## config.mk

```make
export PLATFORM = sky130hd
export DESIGN_NAME = serial_deframer_flat
export DESIGN_NICKNAME = d
export VERILOG_FILES = /design/src/rtl/serial_pkg.sv /design/src/rtl/serial_deframer_if.sv /design/src/rtl/serial_deframer_hold.sv /design/src/rtl/serial_deframer.sv /design/src/flat_wrapper.sv
export SDC_FILE = /design/constraint.sdc
export NUM_CORES = 1
export LEC_CHECK = 0
export CAP_MARGIN = 20
export CORE_MARGIN = 5
export CORE_UTILIZATION = 60
export CTS_BUF_LIST = sky130_fd_sc_hd__clkbuf_4 sky130_fd_sc_hd__clkbuf_8
export CTS_CLUSTER_DIAMETER = 60
export DETAILED_ROUTE_END_ITERATION = 10
export DONT_BUFFER_PORTS = 1
export PLACE_DENSITY = 0.76
export SYNTH_ARGS = -nofsm -noshare
export SYNTH_HDL_FRONTEND = slang
export SYNTH_SLANG_ARGS = --single-unit
```

## constraint.sdc

```tcl
create_clock -name clk -period 4.8 [get_ports clk]
set_input_delay 0.24 -clock clk [delete_from_list [all_inputs] [get_ports clk]]
set_output_delay 0.24 -clock clk [all_outputs]
set_load 0.03 [all_outputs]
```

## src/rtl/serial_pkg.sv

```systemverilog
// Shared types and constants for the serial shift register / deframer pair.
package serial_pkg;

    typedef enum logic [0:0] {
        HUNT    = 1'b0,
        COLLECT = 1'b1
    } state_e;

    localparam logic DIR_MSB_FIRST = 1'b1;
    localparam logic DIR_LSB_FIRST = 1'b0;

    localparam int       DEFAULT_WIDTH     = 4;
    localparam logic [3:0] DEFAULT_SYNC_WORD = 4'b1010;

endpackage

```

## src/rtl/serial_deframer_if.sv

```systemverilog
// Parallel word handshake between the deframer (master) and its sink (slave).
interface serial_deframer_if #(
    parameter int WIDTH = 4
);
    logic [WIDTH-1:0] data_out;
    logic             data_valid;
    logic             data_ready;
    logic             locked;
    logic             overrun;
    logic             clear_overrun;

    modport master (
        output data_out, data_valid, locked, overrun,
        input  data_ready, clear_overrun
    );

    modport slave (
        input  data_out, data_valid, locked, overrun,
        output data_ready, clear_overrun
    );
endinterface

```

## src/rtl/serial_deframer_hold.sv

```systemverilog
// Output word register with valid/ready handshake and sticky overrun flag.
module serial_deframer_hold #(
    parameter int WIDTH = 4
) (
    input  logic             clk,
    input  logic             reset,
    input  logic             load,
    input  logic [WIDTH-1:0] word,
    input  logic             data_ready,
    input  logic             clear_overrun,
    output logic [WIDTH-1:0] data_out,
    output logic             data_valid,
    output logic             overrun
);

    logic [WIDTH-1:0] data_r;
    logic             valid_r;
    logic             overrun_r;

    // Word register: a new word is dropped only when the slot is full and not being drained.
    always_ff @(posedge clk) begin
        if (reset) begin
            data_r    <= {WIDTH{1'b0}};
            valid_r   <= 1'b0;
            overrun_r <= 1'b0;
        end else begin
            if (load) begin
                if (!valid_r || data_ready) begin
                    data_r  <= word;
                    valid_r <= 1'b1;
                end
            end else if (valid_r && data_ready) begin
                valid_r <= 1'b0;
            end

            if (load && valid_r && !data_ready) begin
                overrun_r <= 1'b1;
            end else if (clear_overrun) begin
                overrun_r <= 1'b0;
            end
        end
    end

    assign data_out   = data_r;
    assign data_valid = valid_r;
    assign overrun    = overrun_r;

endmodule

```

## src/rtl/serial_deframer.sv

```systemverilog
// Sync-word hunter and frame collector feeding a single-entry output word register.
module serial_deframer
    import serial_pkg::*;
#(
    parameter int               WIDTH       = DEFAULT_WIDTH,
    parameter logic [WIDTH-1:0] SYNC_WORD   = WIDTH'(DEFAULT_SYNC_WORD),
    parameter int               FRAME_WORDS = 4
) (
    input  logic clk,
    input  logic reset,
    input  logic enable,
    input  logic serial_in,
    input  logic direction,
    serial_deframer_if.master bus
);

    localparam int         CW        = $clog2(WIDTH + 1);
    localparam logic [7:0] LAST_WORD = 8'(FRAME_WORDS - 1);

    state_e           state_r;
    logic [WIDTH-1:0] window_r;
    logic [WIDTH-1:0] shreg_r;
    logic [CW-1:0]    hunt_cnt_r;
    logic [CW-1:0]    bit_cnt_r;
    logic [7:0]       word_cnt_r;
    logic             dir_r;
    logic             locked_r;

    logic [WIDTH-1:0] window_nxt_s;
    logic [WIDTH-1:0] shreg_nxt_s;
    logic             dir_eff_s;
    logic             word_done_s;

    // Next window/shift values; the first bit of a word uses the live direction input.
    always_comb begin
        window_nxt_s = {window_r[WIDTH-2:0], serial_in};
        dir_eff_s    = (bit_cnt_r == CW'(0)) ? direction : dir_r;
        if (dir_eff_s == DIR_MSB_FIRST) begin
            shreg_nxt_s = {shreg_r[WIDTH-2:0], serial_in};
        end else begin
            shreg_nxt_s = {serial_in, shreg_r[WIDTH-1:1]};
        end
        if (enable && (state_r == COLLECT) && (bit_cnt_r == CW'(WIDTH - 1))) begin
            word_done_s = 1'b1;
        end else begin
            word_done_s = 1'b0;
        end
    end

    // Frame FSM: hunt for sync, then collect FRAME_WORDS words before hunting again.
    always_ff @(posedge clk) begin
        if (reset) begin
            state_r    <= HUNT;
            window_r   <= {WIDTH{1'b0}};
            shreg_r    <= {WIDTH{1'b0}};
            hunt_cnt_r <= CW'(0);
            bit_cnt_r  <= CW'(0);
            word_cnt_r <= 8'd0;
            dir_r      <= DIR_MSB_FIRST;
            locked_r   <= 1'b0;
        end else if (enable) begin
            case (state_r)
                HUNT: begin
                    window_r <= window_nxt_s;
                    if (hunt_cnt_r != CW'(WIDTH)) begin
                        hunt_cnt_r <= hunt_cnt_r + CW'(1);
                    end
                    if ((window_nxt_s == SYNC_WORD) && (hunt_cnt_r >= CW'(WIDTH - 1))) begin
                        state_r    <= COLLECT;
                        locked_r   <= 1'b1;
                        bit_cnt_r  <= CW'(0);
                        word_cnt_r <= 8'd0;
                    end
                end
                COLLECT: begin
                    shreg_r <= shreg_nxt_s;
                    if (bit_cnt_r == CW'(0)) begin
                        dir_r <= direction;
                    end
                    if (word_done_s) begin
                        bit_cnt_r <= CW'(0);
                        if (word_cnt_r == LAST_WORD) begin
                            state_r    <= HUNT;
                            locked_r   <= 1'b0;
                            window_r   <= {WIDTH{1'b0}};
                            hunt_cnt_r <= CW'(0);
                            word_cnt_r <= 8'd0;
                        end else begin
                            word_cnt_r <= word_cnt_r + 8'd1;
                        end
                    end else begin
                        bit_cnt_r <= bit_cnt_r + CW'(1);
                    end
                end
                default: begin
                    state_r  <= HUNT;
                    locked_r <= 1'b0;
                end
            endcase
        end
    end

    assign bus.locked = locked_r;

    serial_deframer_hold #(
        .WIDTH (WIDTH)
    ) u_hold (
        .clk           (clk),
        .reset         (reset),
        .load          (word_done_s),
        .word          (shreg_nxt_s),
        .data_ready    (bus.data_ready),
        .clear_overrun (bus.clear_overrun),
        .data_out      (bus.data_out),
        .data_valid    (bus.data_valid),
        .overrun       (bus.overrun)
    );

endmodule

```

## src/flat_wrapper.sv

```systemverilog
// flat-port wrapper written by rule: the top's interface ports become plain ports
module serial_deframer_flat import serial_pkg::*;
#(
    parameter int               WIDTH       = DEFAULT_WIDTH,
    parameter logic [WIDTH-1:0] SYNC_WORD   = WIDTH'(DEFAULT_SYNC_WORD),
    parameter int               FRAME_WORDS = 4
)
  (clk, reset, enable, serial_in, direction, bus_data_out, bus_data_valid, bus_locked, bus_overrun, bus_data_ready, bus_clear_overrun);
  serial_deframer_if #(.WIDTH(WIDTH)) bus_i ();
  input  logic clk;
  input  logic reset;
  input  logic enable;
  input  logic serial_in;
  input  logic direction;
  output wire logic [$bits(bus_i.data_out)-1:0] bus_data_out;
  output wire logic [$bits(bus_i.data_valid)-1:0] bus_data_valid;
  output wire logic [$bits(bus_i.locked)-1:0] bus_locked;
  output wire logic [$bits(bus_i.overrun)-1:0] bus_overrun;
  input wire logic [$bits(bus_i.data_ready)-1:0] bus_data_ready;
  input wire logic [$bits(bus_i.clear_overrun)-1:0] bus_clear_overrun;
  assign bus_data_out = bus_i.data_out;
  assign bus_data_valid = bus_i.data_valid;
  assign bus_locked = bus_i.locked;
  assign bus_overrun = bus_i.overrun;
  assign bus_i.data_ready = bus_data_ready;
  assign bus_i.clear_overrun = bus_clear_overrun;
  serial_deframer #(.WIDTH(WIDTH), .SYNC_WORD(SYNC_WORD), .FRAME_WORDS(FRAME_WORDS)) u_core (.clk(clk), .reset(reset), .enable(enable), .serial_in(serial_in), .direction(direction), .bus(bus_i));
endmodule
```

; Word level (Yosys, flattened, before mapping)
; Index checks and enable logic that the tools add are counted.
[totals]
output_inout_bits = 7
latch_bits = 0
ff_bits = 30
ramBits = 0
rom_bits = 0
elab_cells = 75
inputBits = 7
memories = 0
[op_classes]
magnitude_cmp = 1
n_mux = 30
n_eq_ne = 9
reduce_logical = 20
mul = 0
addsub = 3
shifts = 0
n_bitwise = 1
div_mod_pow = 0
[ops]
columns = cell, n
row1 = two-way mux 8 bit, 3
row2 = two-way mux 3 bit, 7
row3 = one-hot mux 3 bit (2 select lines), 3
row4 = one-hot mux 8 bit (2 select lines), 1
row5 = two-way mux 1 bit, 13
row6 = adder 8 x 1 -> 8 bit (second input constant), 1
row7 = == test 8 x 2 -> 1 bit (second input constant), 1
row8 = AND reduction 2 bit, 4
row9 = AND reduction 4 bit, 2
row10 = adder 3 x 1 -> 3 bit (second input constant), 2
row11 = logical AND 1 bit, 6
row12 = != test 2 x 1 -> 1 bit (second input constant), 3
row13 = AND reduction 3 bit, 2
row14 = == test 4 bit (second input constant), 1
row15 = two-way mux 4 bit, 1
row16 = != test 2 bit (second input constant), 2
row17 = one-hot mux 1 bit (2 select lines), 2
row18 = nonzero test 2 bit, 2
row19 = == test 3 x 2 -> 1 bit (second input constant), 1
row20 = greater-or-equal comparator 3 x 2 -> 1 bit (second input constant), 1
row21 = logical NOT 3 bit, 1
row22 = != test 3 bit (second input constant), 1
row23 = logical NOT 1 bit, 2
row24 = logical OR 1 bit, 1
row25 = inverter 1 bit, 1

; Depth between registers and ports, before layout
; Gate-level depths: netlist of run 1.
[depth]
depth_word = 6
mapped_depth = 6
depth_no_buf = 6

; Hierarchy
; Synthesis of run 1 repeated with hierarchy kept, for this count alone.
[hier_totals]
cells_unflattened = 175
hier_area_um2 = 1549.0
[by_module_without_submodules]
columns = mod, instances, seq_area_each_um2, cells_each, area_per_inst_um2
row1 = serial_deframer, 1, 480.5, 148, 1278.7
row2 = serial_deframer_hold, 1, 120.1, 27, 270.3

; Worst setup path before layout of run 1
; No wires, ideal clock.
[synth_timing]
kind = register -> register
start = register u_core.hunt_cnt_r[0]
end = register u_core.word_cnt_r[0]
stages_incl_launch_ff = 7
required_ns = 4.740
slack_ns = 3.249
path_buffers = 0
setup_ns = 0.060
t_arrival_ns = 1.491
period_less_slack_ns = 1.551
path_cell_list = dfxtp_1 -> ha_1 -> ha_1 -> a211o_1 -> a21oi_2 -> o21a_1 -> mux2_2
[synth_between]
elab_chain_len = 4
[synth_lines]
columns = item, line
row1 = from (decl), serial_deframer.sv:23  ; logic [CW-1:0] hunt_cnt_r;
row2 = from (signal assigned), serial_deframer.sv:66  ; hunt_cnt_r <= hunt_cnt_r + CW'(1);
row3 = greater-or-equal comparator 3 x 2 -> 1 bit, serial_deframer.sv:68  ; if ((window_nxt_s == SYNC_WORD) && (hunt_cnt_r >= CW'(WIDTH - 1))) begin
row4 = logical AND 1 bit, serial_deframer.sv:68
row5 = != test 2 x 1 -> 1 bit (no source line), --
row6 = AND reduction 3 bit (no source line), --
row7 = to (signal assigned), serial_deframer.sv:89  ; word_cnt_r <= word_cnt_r + 8'd1;
row8 = to (decl), serial_deframer.sv:25  ; logic [7:0] word_cnt_r;
; No other way between the ends.
; A chain may end at the register's enable or synchronous reset.

; Worst setup path in the final report of run 1
; Same ends and word-level chain as after synthesis.

==> results.sh, run 1 <==
export IMPL_root_buffer="clkbuf_4"
export IMPL_portBuffers=0
export IMPL_io_pins=14
export IMPL_tightest_slew_ns=0.550
export IMPL_wl_per_cell_um=15.6
export IMPL_vias_per_cell=6.30
export IMPL_synth_top_area_share_pct=41.1
export IMPL_min_path_cells=2
export IMPL_diodes=0
export IMPL_synth_common_cells="30 x dfxtp_1, 16 x nand2_1, 16 x nor2_1"
export IMPL_hold_class="primary input to flip-flop"
export IMPL_h_tree_depth=2
export IMPL_via_count=1222
export IMPL_cts_sinks=30
export IMPL_regArea_um2=601
export IMPL_yosysMostFrequentCell="dfxtp_1"
export IMPL_rr_endpoint="u_core.word_cnt_r[0]"
export IMPL_dp_cells=184
export IMPL_p_clk_share_pct=32.5
export IMPL_cts_tree="done"
export IMPL_gp_congestion=0.818
export IMPL_drv_slew=0
export IMPL_post_cts_resized=0
export IMPL_post_cts_setup_buffer_count=0
export IMPL_hold_viol=0
export IMPL_finalWorstSetupSlack_ns=3.04
export IMPL_clk_pin_slew_worst_paths_ns=0.09
export IMPL_max_stage_delay_ns=0.35
export IMPL_max_freq_mhz=569
export IMPL_syn_nets=173
export IMPL_antenna_found_initial=0
export IMPL_leakage_uw=0.000618
export IMPL_cap_violations=0
export IMPL_synth_ff_type="dfxtp_1"
export IMPL_fin_worst_skew_ns=0.00803
export IMPL_wl_met3_um=228
export IMPL_status="complete, no violations"
export IMPL_postCtsHoldBufs=2
export IMPL_numCtsBuffers=5
export IMPL_p_total_uw=452
export IMPL_rsz0062_at_grt="no"
export IMPL_r2r_slack_ns=3.04
export IMPL_ant_nets=0
export IMPL_fill_cells=201
export IMPL_fin_cells=194
export IMPL_internal_power_uw=339
export IMPL_power_density_nw_per_um2=291
export IMPL_finalSetupTns_ns=0
export IMPL_initial_core_util_pct=64.2
export IMPL_syn_avg_cell_area_um2=9.13
export IMPL_grt_pass1_vias=1123
export IMPL_p_sw_share_pct=25.0
export IMPL_clk_latency_ns=0.33
export IMPL_synth_area_um2=1460
export IMPL_syn_inst=160
export IMPL_final_setup_viol_count=0
export IMPL_whs_endpoint="u_core.window_r[0]"
export IMPL_die_area_um2=3520
export IMPL_crit_family="compound AO/OA/AOI/OAI gates"
export IMPL_timing_rr_start="u_core.hunt_cnt_r[0]"
export IMPL_seq_area_frac_synth_pct=41.1
export IMPL_ys_ff_latch=30
export IMPL_drc=0
export IMPL_yosys_area_top_type="dfxtp_1"
export IMPL_timing_slew_headroom_pct=63.3
export IMPL_synth_edf_count=0
export IMPL_die_w_um=59.3
export IMPL_r2r_cells=6
export IMPL_routed_top_layer="met4"
export IMPL_synthToLayoutAreaGrowth_pct=6.43
export IMPL_multiInputGateArea_um2=795
export IMPL_crit_path_max_fanout=5
export IMPL_cp_start_kind="flip-flop"
export IMPL_routed_wirelength_um=3030
export IMPL_place_ws_ns=3.08
export IMPL_worstPathRequired_ns=5.07
export IMPL_power_frac_comb_pct=9.4
export IMPL_utilization_pct=68.3
export IMPL_track_usage_pct=19.6
export IMPL_cts_buffer_depth=2
export IMPL_drive_gt1_share_pct=13.3
export IMPL_dr_pass1_iters=4
export IMPL_cp_common_cell="ha_1"
export IMPL_vdd_drop_max_mv=0.217
export IMPL_cp_slowest_cell="dfxtp_1"
export IMPL_crit_chain="ha_1, ha_1, a211o_1, a21oi_2, o21a_1, mux2_2"
export IMPL_crit_buf_inv=0
export IMPL_core_area_um2=2280
export IMPL_worstSetupPathType="flip-flop to flip-flop"
export IMPL_fin_crit_ns=1.76
export IMPL_die_h_um=59.3
export IMPL_arrival_ns=2.03
export IMPL_grt_start_max_net_pins=13
export IMPL_row_count=17
export IMPL_worstHoldStart="serial_in"
export IMPL_final_nets=179
export IMPL_grt_overflow=0
export IMPL_netSwitchingPower_uw=113
export IMPL_initialDrtViolationCount=61
export IMPL_ys_warn_count=0
export IMPL_wl_met1_um=1370
export IMPL_grt_pass1_wl_um=5080
export IMPL_p_seq_share_pct=58.1
export IMPL_dr_wl_met2_um=1370
export IMPL_postSynth_asyncResetShare_pct=0
export IMPL_dp_hpwl_um=2200
export IMPL_ys_types=47
export IMPL_synth_area_leaders="dfxtp_1 41%, ha_1 5.1%, a21oi_1 4.1%, nand2_1 4.1%, nor2_1 4.1%"
export IMPL_end_kind="flip-flop"
export IMPL_fin_crit_sh_pct=36.6
[worst max-delay path by stage]
stage | startpoint | endpoint | slack [ns] | depth (start not counted)
6_report | u_core.hunt_cnt_r[0] | u_core.word_cnt_r[0] | 3.04 | 6
5_1_grt | u_core.hunt_cnt_r[0] | u_core.word_cnt_r[6] | 2.90 | 6
4_1_cts | u_core.hunt_cnt_r[0] | u_core.word_cnt_r[0] | 3.05 | 6
3_5_place_dp | u_core.hunt_cnt_r[0] | u_core.word_cnt_r[6] | 3.08 | 6
3_3_place_gp | u_core.hunt_cnt_r[0] | u_core.word_cnt_r[0] | 3.13 | 6
2_1_floorplan | u_core.hunt_cnt_r[0] | u_core.word_cnt_r[0] | 3.25 | 6
[placed cells by master, fill, tap and decap left out, types with 2 or more instances in the layout]
cell	n
nand4_1	2
a211oi_1	4
nor2_1	16
o21ai_0	7
dfxtp_1	30
inv_1	10
nand2_1	16
a221o_1	3
dlygate4sd3_1	3
a21oi_2	2
ha_1	6
a311oi_1	3
a31oi_1	2
clkbuf_4	7
nand3_1	3
o211a_1	2
a21oi_1	12
o32ai_1	3
nor3_1	2
mux2i_1	4
and3_2	2
nor2b_1	3
[power by group through the flow]
stage | sequential [uW] | combinational [uW] | clock, uW
2_1_floorplan | 265 | 36.3 | 0
3_3_place_gp | 268 | 36.7 | 0
3_5_place_dp | 268 | 38.5 | 0
4_1_cts | 263 | 41.7 | 150
5_1_grt | 264 | 47.7 | 165
6_report | 263 | 42.7 | 147
[routing by layer]
metal	vias to the layer above	global-route usage, %
li1	605	-
met4	0	7.77
met3	7	8.71
met5	-	0
met2	41	30.7
met1	569	23.2
[cell families (layout without fill, tap and decap cells)]
family,after synthesis,after routing,synth area share [%]
fa+ha+maj,6,6,5.14
compound gates,50,50,24.9
simple gates,53,53,19.4
buf+inv,15,21,4.46
mux,6,6,5.06
flops,30,30,41.1
[through the flow]
step,area [um2],hold WS [ns]
floorplan,1460,0.327
global placement,1470,0.312
detailed placement,1470,0.314
finish,1550,0.0717
CTS,1540,0.0109
global route,1550,0.0436
[cell type report]
class | count | area share (%)
Clock buffer | 7 | 3.38
Inverter | 11 | 2.66
Multi-Input combinational cell | 115 | 51.1
Sequential cell | 30 | 38.6
Tap cell | 28 | 2.25
Timing Repair Buffer | 3 | 1.93
[state kept, by name, summed over array words and instances, names as in the netlist, 3 cells and up]
name	flops
u_core.bit_cnt_r	3
u_core.word_cnt_r	8
u_core.window_r	3
u_core.hunt_cnt_r	3
u_core.u_hold.data_out	4
u_core.shreg_r	4
Note: power is estimated with default switching activity, not from simulation.
==> inputs of run 2 (changes only) <==
==> constraint.sdc (replaced) <==
create_clock -name clk -period 1.8 [get_ports clk]
set_input_delay 0.09 -clock clk [delete_from_list [all_inputs] [get_ports clk]]
set_output_delay 0.09 -clock clk [all_outputs]
set_load 0.03 [all_outputs]
==> run 2 against run 1 <==
Critical path depth unchanged. Hold slack worse by 0.063 ns. Maximum frequency up 1.7%. Non-clock buffer count up 7. Wire length up 5.4%. Core utilization up 2.6 points. Largest cell class unchanged. Largest power group unchanged.
==> results.sh, run 2 (synthesis gave the netlist of run 1 again) <==
export IMPL_layout_commonest_cell="dfxtp_1"
export IMPL_initial_core_util_pct=64.2
export IMPL_numCtsBuffers=5
export IMPL_grt_start_max_net_pins=16
export IMPL_power_frac_comb_pct=10.7
export IMPL_initialDrtViolationCount=39
export IMPL_place_ws_ns=0.0630
export IMPL_fin_worst_skew_ns=0.00917
export IMPL_die_w_um=59.3
export IMPL_ant_nets=0
export IMPL_cts_tree="done"
export IMPL_die_area_um2=3520
export IMPL_synthToLayoutAreaGrowth_pct=10.5
export IMPL_row_count=17
export IMPL_diodes=0
export IMPL_drc=0
export IMPL_largest_reg_flops=8
export IMPL_cts_buffer_depth=2
export IMPL_cp_start_kind="flip-flop"
export IMPL_routed_wirelength_um=3190
export IMPL_cts_sinks=30
export IMPL_crit_path_max_fanout=5
export IMPL_via_count=1228
export IMPL_hold_viol=0
export IMPL_arrival_ns=1.99
export IMPL_vdd_drop_max_mv=0.617
export IMPL_finalWorstSetupSlack_ns=0.0724
export IMPL_p_clk_share_pct=31.8
export IMPL_holdWs_ns=0.00912
export IMPL_portBuffers=0
export IMPL_hold_class="primary input to flip-flop"
export IMPL_wl_per_cell_um=15.9
export IMPL_final_setup_viol_count=0
export IMPL_finalSetupTns_ns=0
export IMPL_end_kind="flip-flop"
export IMPL_io_pins=14
export IMPL_core_area_um2=2280
export IMPL_die_h_um=59.3
export IMPL_cp_common_cell="ha_1"
export IMPL_cp_slowest_cell="dfxtp_1"
export IMPL_drive_gt1_share_pct=16.3
export IMPL_fin_crit_ns=1.73
export IMPL_grt_pass1_vias=1199
export IMPL_timing_slew_headroom_pct=60.8
export IMPL_worstPathRequired_ns=2.06
export IMPL_internal_power_uw=911
export IMPL_max_freq_mhz=579
export IMPL_dp_hpwl_um=2280
export IMPL_leakage_uw=0.000653
export IMPL_worstSetupPathType="flip-flop to flip-flop"
export IMPL_cap_violations=0
export IMPL_p_total_uw=1210
export IMPL_crit_buf_inv=0
export IMPL_h_tree_depth=2
export IMPL_drv_slew=0
export IMPL_grt_overflow=0
export IMPL_p_seq_share_pct=57.6
export IMPL_regMostFlops="u_core.word_cnt_r"
export IMPL_tightest_slew_ns=0.586
export IMPL_vias_per_cell=6.14
export IMPL_layout_common_cells="30 x dfxtp_1, 16 x nand2_1, 16 x nor2_1, 12 x a21oi_1, 10 x inv_1"
export IMPL_rsz0062_at_grt="no"
export IMPL_crit_family="compound AO/OA/AOI/OAI gates"
export IMPL_grt_pass1_wl_um=5620
export IMPL_antenna_found_initial=0
export IMPL_root_buffer="clkbuf_4"
export IMPL_max_stage_delay_ns=0.35
export IMPL_status="complete, no violations"
export IMPL_clk_latency_ns=0.33
export IMPL_crit_chain="ha_1, ha_1, a211o_1, a21oi_2, o21a_2, mux2_2"
export IMPL_clk_pin_slew_worst_paths_ns=0.09
export IMPL_gp_congestion=0.828
export IMPL_final_nets=186
export IMPL_dr_pass1_iters=4
export IMPL_p_sw_share_pct=24.9
export IMPL_track_usage_pct=21.3
export IMPL_fin_crit_sh_pct=96.0
export IMPL_power_density_nw_per_um2=751
export IMPL_utilization_pct=70.9
export IMPL_post_cts_setup_buffer_count=0
export IMPL_netSwitchingPower_uw=302
-- run 2: changes by cell type in the layout (fill, tap and decap cells not counted) --
cell           delta
buf_4             +5
clkbuf_4          -2
clkbuf_8          +1
dlygate4sd3_1     +2
nor2b_1           -1
nor2b_2           +1
o21a_1            -1
o21a_2            +1
-- run 2: what timing repair did --
item	in CTS	in global routing
hold endpoints to repair	17	0
setup endpoints to repair	0	13
hold buffers	5	0
resized for setup	0	2
-- run 2: final timing paths --
path | slack (ns) | endpoint | startpoint | depth (start not counted)
setup / recovery | 0.07 | u_core.word_cnt_r[0] | u_core.hunt_cnt_r[0] | 6
hold reg to reg | 0.48 | u_core.bit_cnt_r[2] | u_core.bit_cnt_r[2] | 2
setup reg to reg | 0.07 | u_core.word_cnt_r[0] | u_core.hunt_cnt_r[0] | 6
hold / removal | 0.009 | u_core.shreg_r[0] | serial_in | 2
-- run 2: routing by layer --
layer / up-vias / global-route usage [%] / wire length, um
li1: 615 / - / -
met1: 575 / 25.9 / 1450
met2: 38 / 34.5 / 1510
met3: 0 / 6.54 / 224
met4: 0 / 9.06 / 0
met5: - / 0 / 0
-- run 2: stage by stage --
| step | area, um2 | instances |
|---|---|---|
| floorplan | 1460 | 160 |
| global placement | 1510 | 189 |
| detailed placement | 1510 | 189 |
| CTS | 1610 | 200 |
| global route | 1610 | 200 |
| finish | 1610 | 200 |
-- run 2: area by class of cell --
| class | instances | area [um2] |
|---|---|---|
| clock buffers | 6 | 51.3 |
| inverters | 11 | 41.3 |
| well taps | 28 | 35.0 |
| flip-flops and latches | 30 | 601 |
| repair buffers | 10 | 87.6 |
| multi-input cells | 115 | 798 |
| fillers | 197 | 662 |
-- run 2: power groups by stage --
stage          combinational [uW]  sequential (uW)  clock [uW]
2_1_floorplan                96.8              708           0
3_3_place_gp                  107              712           0
3_5_place_dp                  112              712           0
4_1_cts                       128              697         398
5_1_grt                       145              700         427
6_report                      129              698         385
